--- config.mk ---
export PLATFORM = sky130hd
export DESIGN_NAME = reg_status_table
export DESIGN_NICKNAME = d
export VERILOG_FILES = /design/src/rtl/reg_status_table_pkg.sv /design/src/rtl/reg_status_table_operand_lookup.sv /design/src/rtl/reg_status_table.sv
export SDC_FILE = /design/constraint.sdc
export NUM_CORES = 1
export LEC_CHECK = 0
export ABC_CLOCK_PERIOD_IN_PS = 7200
export CORE_ASPECT_RATIO = 0.7
export CORE_MARGIN = 4
export CORE_UTILIZATION = 30
export CTS_CLUSTER_DIAMETER = 150
export CTS_CLUSTER_SIZE = 8
export DETAILED_ROUTE_END_ITERATION = 10
export GPL_ROUTABILITY_DRIVEN = 0
export PLACE_DENSITY = 0.52
export SKIP_LAST_GASP = 1
export SYNTH_ARGS = -nofsm -noshare
export SYNTH_HDL_FRONTEND = slang
export SYNTH_SLANG_ARGS = --single-unit
--- constraint.sdc ---
create_clock -name clk_in -period 7.2 [get_ports clk_in]
set_input_delay 0.72 -clock clk_in [delete_from_list [all_inputs] [get_ports clk_in]]
set_output_delay 0.72 -clock clk_in [all_outputs]
set_load 0.03 [all_outputs]
--- src/rtl/reg_status_table_pkg.sv ---
// Shared CPU types for the rename/status logic: ROB tag and register index types.
package reg_status_table_pkg;

    localparam int unsigned TAG_W_DEF = 4;

    typedef logic [TAG_W_DEF-1:0] rob_tag_t;
    typedef logic [4:0]           reg_idx_t;

    localparam reg_idx_t REG_ZERO = 5'd0;

endpackage

--- src/rtl/reg_status_table_operand_lookup.sv ---
// Combinational per-source status read with same-cycle commit bypass and x0 masking.
module rst_operand_lookup
    import reg_status_table_pkg::*;
#(
    parameter int unsigned TAG_W = 4,
    parameter int unsigned NREG  = 32
) (
    input  logic [NREG-1:0]            i_busy,
    input  logic [NREG-1:0][TAG_W-1:0] i_tag,
    input  reg_idx_t                   i_rs,
    input  logic                       i_commit_valid,
    input  reg_idx_t                   i_commit_rd,
    input  logic [TAG_W-1:0]           i_commit_tag,
    output logic                       o_busy,
    output logic [TAG_W-1:0]           o_tag
);

    logic w_released;

    // A matching commit this cycle releases the entry before it is read.
    assign w_released = i_commit_valid && (i_commit_rd == i_rs) &&
                        (i_tag[i_rs] == i_commit_tag);

    always_comb begin
        o_busy = (i_rs != REG_ZERO) && i_busy[i_rs] && !w_released;
        o_tag  = o_busy ? i_tag[i_rs] : '0;
    end

endmodule

--- src/rtl/reg_status_table.sv ---
// Register status (rename) table: per-register busy bit and youngest-writer ROB tag,
// with a registered per-source lookup for the issuing instruction.
module reg_status_table
    import reg_status_table_pkg::*;
#(
    parameter int unsigned TAG_W = 4,
    parameter int unsigned NREG  = 32
) (
    input  logic             clk_in,
    input  logic             rst_in,
    input  logic             rdy_in,
    input  logic             flush_in,
    input  logic             issue_valid,
    input  reg_idx_t         issue_rs1,
    input  reg_idx_t         issue_rs2,
    input  logic             issue_has_rd,
    input  reg_idx_t         issue_rd,
    input  logic [TAG_W-1:0] issue_tag,
    input  logic             commit_valid,
    input  reg_idx_t         commit_rd,
    input  logic [TAG_W-1:0] commit_tag,
    output logic             out_valid,
    output logic             out_q1_busy,
    output logic [TAG_W-1:0] out_q1_tag,
    output logic             out_q2_busy,
    output logic [TAG_W-1:0] out_q2_tag
);

    logic [NREG-1:0]            r_busy;
    logic [NREG-1:0][TAG_W-1:0] r_tag;

    logic             w_q1_busy;
    logic [TAG_W-1:0] w_q1_tag;
    logic             w_q2_busy;
    logic [TAG_W-1:0] w_q2_tag;
    logic             w_commit_hit;
    logic             w_issue_wr;

    rst_operand_lookup #(.TAG_W(TAG_W), .NREG(NREG)) u_lookup_rs1 (
        .i_busy         (r_busy),
        .i_tag          (r_tag),
        .i_rs           (issue_rs1),
        .i_commit_valid (commit_valid),
        .i_commit_rd    (commit_rd),
        .i_commit_tag   (commit_tag),
        .o_busy         (w_q1_busy),
        .o_tag          (w_q1_tag)
    );

    rst_operand_lookup #(.TAG_W(TAG_W), .NREG(NREG)) u_lookup_rs2 (
        .i_busy         (r_busy),
        .i_tag          (r_tag),
        .i_rs           (issue_rs2),
        .i_commit_valid (commit_valid),
        .i_commit_rd    (commit_rd),
        .i_commit_tag   (commit_tag),
        .o_busy         (w_q2_busy),
        .o_tag          (w_q2_tag)
    );

    assign w_commit_hit = commit_valid && r_busy[commit_rd] &&
                          (r_tag[commit_rd] == commit_tag);
    assign w_issue_wr   = issue_valid && issue_has_rd && (issue_rd != REG_ZERO);

    always_ff @(posedge clk_in or posedge rst_in) begin
        if (rst_in) begin
            r_busy      <= '0;
            r_tag       <= '0;
            out_valid   <= 1'b0;
            out_q1_busy <= 1'b0;
            out_q1_tag  <= '0;
            out_q2_busy <= 1'b0;
            out_q2_tag  <= '0;
        end else if (rdy_in) begin
            if (flush_in) begin
                r_busy      <= '0;
                out_valid   <= 1'b0;
                out_q1_busy <= 1'b0;
                out_q1_tag  <= '0;
                out_q2_busy <= 1'b0;
                out_q2_tag  <= '0;
            end else begin
                // Issue is written after commit so it wins on a shared rd.
                if (w_commit_hit) begin
                    r_busy[commit_rd] <= 1'b0;
                end
                if (w_issue_wr) begin
                    r_busy[issue_rd] <= 1'b1;
                    r_tag[issue_rd]  <= issue_tag;
                end
                out_valid   <= issue_valid;
                out_q1_busy <= issue_valid && w_q1_busy;
                out_q1_tag  <= issue_valid ? w_q1_tag : '0;
                out_q2_busy <= issue_valid && w_q2_busy;
                out_q2_tag  <= issue_valid ? w_q2_tag : '0;
            end
        end
    end

endmodule

==> metrics.md, run 1 <==
| Metric | Value |
|---|---|
| Status | `finished, final reports clean` |
| TNS Setup | `0 ps` |
| Antenna-violating nets left | `0` |
| Final min period | `4400 ps` |
| Yosys Warn Count | `0` |
| First-pass DRT Iterations | `5` |
| Worst hold stages | `0` |
| Post-Synth XOR/XNOR Area | `about 1.2%` |
| Clk pwr share | `41.2%` |
| Count leader, synth | `dfrtp_1` |
| Vias in the first global route | `8,544` |
| First-pass GRT wire length | `60.8 mm` |
| 1st-iter DRT viols | `972` |
| Syn nets | `977` |
| Fin. Hold Viols | `0` |
| Via density | `slightly above 6` |
| Reg2reg end | `r_busy[24]` |
| Clock sinks | `171` |
| Hold Crit Class | `flop to flop` |
| Worst vdd ir | `0.143 mV` |
| Worst setup SP type | `input pin` |
| Clock transition at path regs | `80 ps` |
| Worst Tran Pin Value | `1290 ps` |
| Hpwl dp | `29.9 mm` |
| Post-Syn Instances | `942` |
| DR WL/cell | `about 29 um` |
| FMAX | `227 MHz` |
| H-tree levels | `4` |
| Worst path required time | `~7600 ps` |
| Tot Pwr | `0.00235 W` |
| CTS root buffer | `clkbuf_16` |
| Sw Pwr | `between 0.0006 and 0.0007 W` |
| Mean post-synth cell area | `11.9 um2` |
| Flops & latches, synth | `171` |
| Leading post-synthesis cells by cell area | `dfrtp_1 38%, mux4_2 16%, mux2_2 13%` |
| RSZ-0062 raised after global routing | `no` |
| Sequential cell area fraction in the yosys report | `38.0%` |
| Max_cap viols | `0` |
| Synth unique cells | `62` |
| Nets | `978` |
| Compound-Gate Fraction of Synth Area | `around a tenth` |
| Mux contribution to synthesized area | `37.0%` |
| Initial Util | `between 30% and 40%` |
| Rows | `59` |
| Core Box Area | `0.0371 mm2` |
| CP Capture Type | `flop` |
| Most used DFF post-synth | `dfrtp_1` |
| Fin area | `0.0127 mm2` |
| Detailed Route WL | `around 41 mm` |
| Cell Area, Synth | `0.0112 mm2` |
| GRT Overall Usage | `20.5%` |
| Largest family of logic cells by synthesized area | `multiplexers` |
| Synth-to-layout area growth | `12.5%` |
| Slew HR | `14.1%` |
| Inserted Diodes | `0` |
| # DRC | `0` |
| Seq pwr share | `between 40% and 50%` |
| Share of flip-flops with an asynchronous set or reset after synthesis | `100%` |
| Worst slack at placement | `between 2000 and 2500 ps` |
| Largest net degree at the start of global routing | `101` |
| Logic pwr share | `14.6%` |
| Cell area after placement | `between 0.01 and 0.015 mm2` |
| Via count | `8,755` |
| Top cell type's share of synthesized area | `38.0%` |
| Yosys top cell by area | `dfrtp_1` |
| Post-Synth Simple-Gate Area | `10.3%` |
| Inserted Clock Buffers | `17` |
| Initial antenna violation count | `1` |
| Cell Pwr Density | `~190 mW/mm2` |
| Lkg Pwr | `5.33 nW` |
| Internal Pwr Total | `approximately 0.0017 W` |
| Worst setup path class | `input pin to flop` |
| WP data arrival | `4790 ps` |
| Endpoint, Worst Hold | `r_tag[3]` |
| Slew Viols, Final | `0` |
| Synth Area in Adders | `0%` |
| Synth top cells by count | `171 x dfrtp_1, 127 x mux2_2, 97 x mux2i_1` |
| R2r setup slk | `around 3800 ps` |
| Share of cells above drive strength 1 | `28.9%` |
| Final WS setup | `2800 ps` |
| Post-cts resize count | `0` |
| R2R depth | `7` |
| DIE HEIGHT | `170 um` |
| I/O pin count | `46` |
| # hold bufs at CTS | `0` |
| Die area | `0.0407 mm2` |
| CTS Buffer Depth | `2` |
| Layout Skew | `between 15 and 20 ps` |
| EDFF count, synth | `0` |
| GRT overflow | `0` |
| Die X | `239 um` |
| Hold path startpoint | `r_tag[3]` |
| Sw Ratio | `29.1%` |
| Port bufs | `45` |
| Clock latency on the worst-skew pair | `460 ps` |
| Number of setup violations in the final report | `0` |
| Final Core Density | `between 30 and 40%` |
| Worst flop-to-flop path startpoint | `r_tag[26]` |
| Final period utilization | `61.1%` |
| CTS tree | `yes` |
| Post-CTS Setup Inserts | `0` |
| Critical Path Fanout Max | `25` |
## power by group through the flow
| stage | combinational (W) | clock (W) | sequential, W |
|---|---|---|---|
| final | 0.000341 | 0.000967 | 0.00104 |
| after floorplan | 0.000228 | 0 | 0.00104 |
| after global routing | 0.000362 | 0.00102 | 0.00104 |
| after detailed placement | 0.000336 | 0 | 0.00105 |
| after CTS | 0.000338 | 0.000982 | 0.00104 |
| after global placement | 0.000334 | 0 | 0.00105 |
## through the flow
| stage | hold slack, ps | std cells |
|---|---|---|
| 6_report | 432 | 1444 |
| 5_1_grt | 446 | 1444 |
| 4_1_cts | 434 | 1444 |
| 3_5_place_dp | 419 | 1412 |
| 3_3_place_gp | 408 | 1412 |
| 2_1_floorplan | 458 | 942 |
## routing by layer
metal	global-route usage [%]	wire length (um)	vias up	part of all wire, %
li1	-	-	3700	-
met4	6.78	1230	2	3.0
met1	30.0	18700	4484	45
met5	0	8	-	0.019
met3	8.75	5150	63	12
met2	26.7	16100	506	39
## registers in the layout (all words and copies together), names as in the netlist
name / cells
r_tag: 128
r_busy: 32
out_q1_tag: 4
out_q2_tag: 4
out_q1_busy: 1
out_q2_busy: 1
out_valid: 1
## layout make-up
type,instances,area (um2)
Fill cell,3670,24400
Multi-Input combinational cell,667,6510
Sequential cell,171,4280
Tap cell,488,611
Timing Repair Buffer,64,571
Clock buffer,19,443
Clock inverter,13,156
Inverter,22,87.6
## worst max-delay path by stage
| stage | startpoint | endpoint | slack, ps | cells after the start |
|---|---|---|---|---|
| final | commit_rd[2] | r_busy[24] | 2800 | 8 |
| after global routing | commit_rd[2] | r_busy[26] | 2610 | 8 |
| after CTS | commit_rd[2] | r_busy[24] | 2940 | 8 |
| after detailed placement | commit_rd[2] | r_busy[24] | 2450 | 8 |
| after global placement | commit_rd[2] | r_busy[26] | 2480 | 8 |
| after floorplan | rst_in | out_q1_busy | 1850 | 1 |
## logic make-up after synthesis
logic type	after synthesis
flops	171
compound gates	154
xor+xnor	16
simple gates	195
buf+inv	104
mux	302
## worst max-delay path, stage by stage
cell and delay [ps]:
clkdlybuf4s50_1 1250, or4b_1 350, o22ai_1 110, or4_1 600, o41a_1 350, o221ai_2 990
nor4_2 150, a31oi_1 230
## placed cells by master (no fill, tap or decap), types with 6 or more instances in the layout
cell,netlist,final
mux4_2,78,78
a22oi_1,25,25
clkdlybuf4s50_1,0,40
mux2i_1,97,97
nand2_1,56,56
xnor2_1,15,15
nor2b_1,12,12
dfrtp_1,171,171
buf_4,4,20
o211ai_1,6,6
inv_1,21,20
mux2_2,127,127
o221ai_1,7,6
a21oi_1,19,19
nor4_1,11,11
nor2_1,27,27
nor3_1,10,10
nand2b_1,8,8
a31oi_1,34,34
clkbuf_16,0,17
nand3_1,15,15
nand4_1,7,7
o22ai_1,32,32
a22o_1,7,7
No activity file was read; power rests on OpenSTA's default activity.
==> run 2, diff against run 1 <==
--- a/config.mk
+++ b/config.mk
@@ -5,7 +5,7 @@
 export SDC_FILE = /design/constraint.sdc
 export NUM_CORES = 1
 export LEC_CHECK = 0
-export ABC_CLOCK_PERIOD_IN_PS = 7200
+export ABC_CLOCK_PERIOD_IN_PS = 3700
 export CORE_ASPECT_RATIO = 0.7
 export CORE_MARGIN = 4
 export CORE_UTILIZATION = 30
@@ -13,7 +13,7 @@
 export CTS_CLUSTER_SIZE = 8
 export DETAILED_ROUTE_END_ITERATION = 10
 export GPL_ROUTABILITY_DRIVEN = 0
-export PLACE_DENSITY = 0.52
+export PLACE_DENSITY = 0.54
 export SKIP_LAST_GASP = 1
 export SYNTH_ARGS = -nofsm -noshare
 export SYNTH_HDL_FRONTEND = slang
==> constraint.sdc (replaced) <==
create_clock -name clk_in -period 3.7 [get_ports clk_in]
set_input_delay 0.37 -clock clk_in [delete_from_list [all_inputs] [get_ports clk_in]]
set_output_delay 0.37 -clock clk_in [all_outputs]
set_load 0.03 [all_outputs]
==> metrics.md, run 2 (synthesis gave the netlist of run 1 again) <==
| Metric | Value |
|---|---|
| Critical Path Fanout Max | `15` |
| First-pass DRT Iterations | `5` |
| Die X | `between 200 and 250 um` |
| Vias in the first global route | `8,887` |
| Logic pwr share | `16.0%` |
| Largest net degree at the start of global routing | `140` |
| Via count | `9,198` |
| Status | `finished, final reports clean` |
| 1st-iter DRT viols | `1,280` |
| Worst setup path class | `input pin to flop` |
| Family with the most delay on the worst path | `simple AND/OR/NAND/NOR gates` |
| Layout Skew | `approximately 10 ps` |
| Post-cts resize count | `0` |
| Core Box Area | `roughly 0.037 mm2` |
| Rows | `slightly below 60` |
| CTS root buffer | `clkbuf_16` |
| Die area | `a little over 0.04 mm2` |
| First-pass GRT wire length | `61.9 mm` |
| CTS tree | `yes` |
| Worst flop-to-flop path startpoint | `r_tag[26]` |
| GRT Overall Usage | `between 20% and 30%` |
| Hold_ws | `~400 ps` |
| R2r setup slk | `~730 ps` |
| RSZ-0062 raised after global routing | `no` |
| Hpwl dp | `31.8 mm` |
| Worst slack at placement | `roughly 61 ps` |
| Port bufs | `45` |
| Internal Pwr Total | `around 0.0032 W` |
| WP data arrival | `3570 ps` |
| GRT overflow | `0` |
| Reg2reg end | `r_busy[2]` |
| Sw Pwr | `between 0.001 and 0.0015 W` |
| Clock sinks | `171` |
| Final WS setup | `456 ps` |
| Largest stage delay on the critical path | `720 ps` |
| Post-CTS Setup Inserts | `0` |
| Lkg Pwr | `5.62 nW` |
| Nets | `~1,000` |
| Layout Cells excl Fill | `1,499` |
| Worst Tran Pin Value | `1110 ps` |
| Inserted Clock Buffers | `17` |
| Number of setup violations in the final report | `0` |
| Slew Viols, Final | `0` |
| Most frequent cells in the layout | `171 x dfrtp_1, 127 x mux2_2, 97 x mux2i_1` |
| Clock transition at path regs | `70 ps` |
| Sw Ratio | `29.2%` |
| Initial Util | `30.4%` |
| Biggest register | `r_tag` |
| Worst path required time | `around 4000 ps` |
| DIE HEIGHT | `170 um` |
| Slew HR | `25.9%` |
| # DRC | `0` |
| Final Core Density | `35.5%` |
| Initial antenna violation count | `0` |
| Share of cells above drive strength 1 | `32.9%` |
| Worst setup SP type | `input pin` |
| Most common cell after layout, fill and taps aside | `dfrtp_1` |
| CP Capture Type | `flop` |
| TNS Setup | `0 ps` |
| I/O pin count | `46` |
| Antenna-violating nets left | `0` |
| Max reg flops | `128` |
| Largest regs | `r_tag x128, r_busy x32` |
| Synth-to-layout area growth | `16.8%` |
| Critical path, cell by cell | `clkdlybuf4s50_1 -> buf_4 -> nand4b_1 -> o22ai_1 -> nor4_1 -> a21oi_1 -> or4_4 -> nor4_2 -> a31oi_1` |
| Fin. Hold Viols | `0` |
| Cells after DPL | `1,467` |
| Hold Crit Class | `input pin to async pin` |
| Final min period | `approximately 3200 ps` |
| Worst vdd ir | `0.304 mV` |
| Clk pwr share | `between 30% and 40%` |
| Clock latency on the worst-skew pair | `460 ps` |
| Detailed Route WL | `42.3 mm` |
| H-tree levels | `4` |
| DR WL/cell | `28.2 um` |
| FMAX | `308 MHz` |
| Seq pwr share | `between 40 and 50%` |
| Via density | `about 6.1` |
| CTS Buffer Depth | `2` |
| Final period utilization | `87.7%` |
| R2R depth | `8` |
| Cell Pwr Density | `roughly 340 mW/mm2` |
| Buffer and inverter count on the worst path | `2` |
| # hold bufs at CTS | `0` |
| Worst path slowest cell | `or4_4` |
| Fill count | `around 3,700` |
| Max_cap viols | `0` |
| Inserted Diodes | `0` |
-- run 2: cell count changes in the layout (fill, tap and decap cells not counted), moves of 2 or more --
cell	change
clkinvlp_4	+2
clkinv_4	-2
buf_12	+9
clkinv_2	+5
inv_6	-2
buf_4	+46
-- run 2: per-layer routing --
metal | up-vias | GRT usage, % | wire length [um]
met4 | 2 | 5.80 | 1060
met1 | 4772 | 31.1 | 18800
met3 | 70 | 9.28 | 5920
li1 | 3805 | - | -
met2 | 549 | 27.0 | 16400
met5 | - | 1.98 | 115
-- run 2: worst max-delay path by stage --
stage                 start         end  slack [ps]  cells past startpoint
2_1_floorplan  commit_rd[1]  r_busy[16]         960                     12
3_3_place_gp   commit_rd[3]  r_busy[28]         130                      9
3_5_place_dp   commit_rd[4]  r_busy[28]          60                      8
4_1_cts        commit_rd[4]  r_busy[28]         560                      8
5_1_grt        commit_rd[4]   r_busy[2]         320                     10
6_report       commit_rd[4]  r_busy[24]         460                      9
-- run 2: cell type report --
| cell class | instances | area, um2 | share of cell area (%) |
|---|---|---|---|
| Multi-Input combinational cell | 667 | 6510 | 49.6 |
| Sequential cell | 171 | 4280 | 32.6 |
| Timing Repair Buffer | 119 | 1090 | 8.30 |
| Tap cell | 488 | 611 | 4.65 |
| Clock buffer | 18 | 439 | 3.34 |
| Clock inverter | 14 | 121 | 0.924 |
| Inverter | 22 | 86.3 | 0.657 |
-- run 2: through the flow --
step | area, um2 | total power [W]
6_report | 13100 | 0.00451
5_1_grt | 13100 | 0.00466
4_1_cts | 13100 | 0.00452
3_5_place_dp | 12600 | 0.00276
3_3_place_gp | 12600 | 0.00275
2_1_floorplan | 11300 | 0.00247
-- run 2: worst min-delay path: stages --
cell	delay [ps]
clkdlybuf4s50_1	440
clkinvlp_4	110
buf_4	370
-- run 2: power by group through the flow --
stage	sequential (W)	clock [W]	combinational, W
floorplan	0.00203	0	0.000443
global placement	0.00205	0	0.000705
detailed placement	0.00205	0	0.000708
CTS	0.00202	0.00179	0.000711
global route	0.00203	0.00187	0.000763
finish	0.00202	0.00177	0.000723
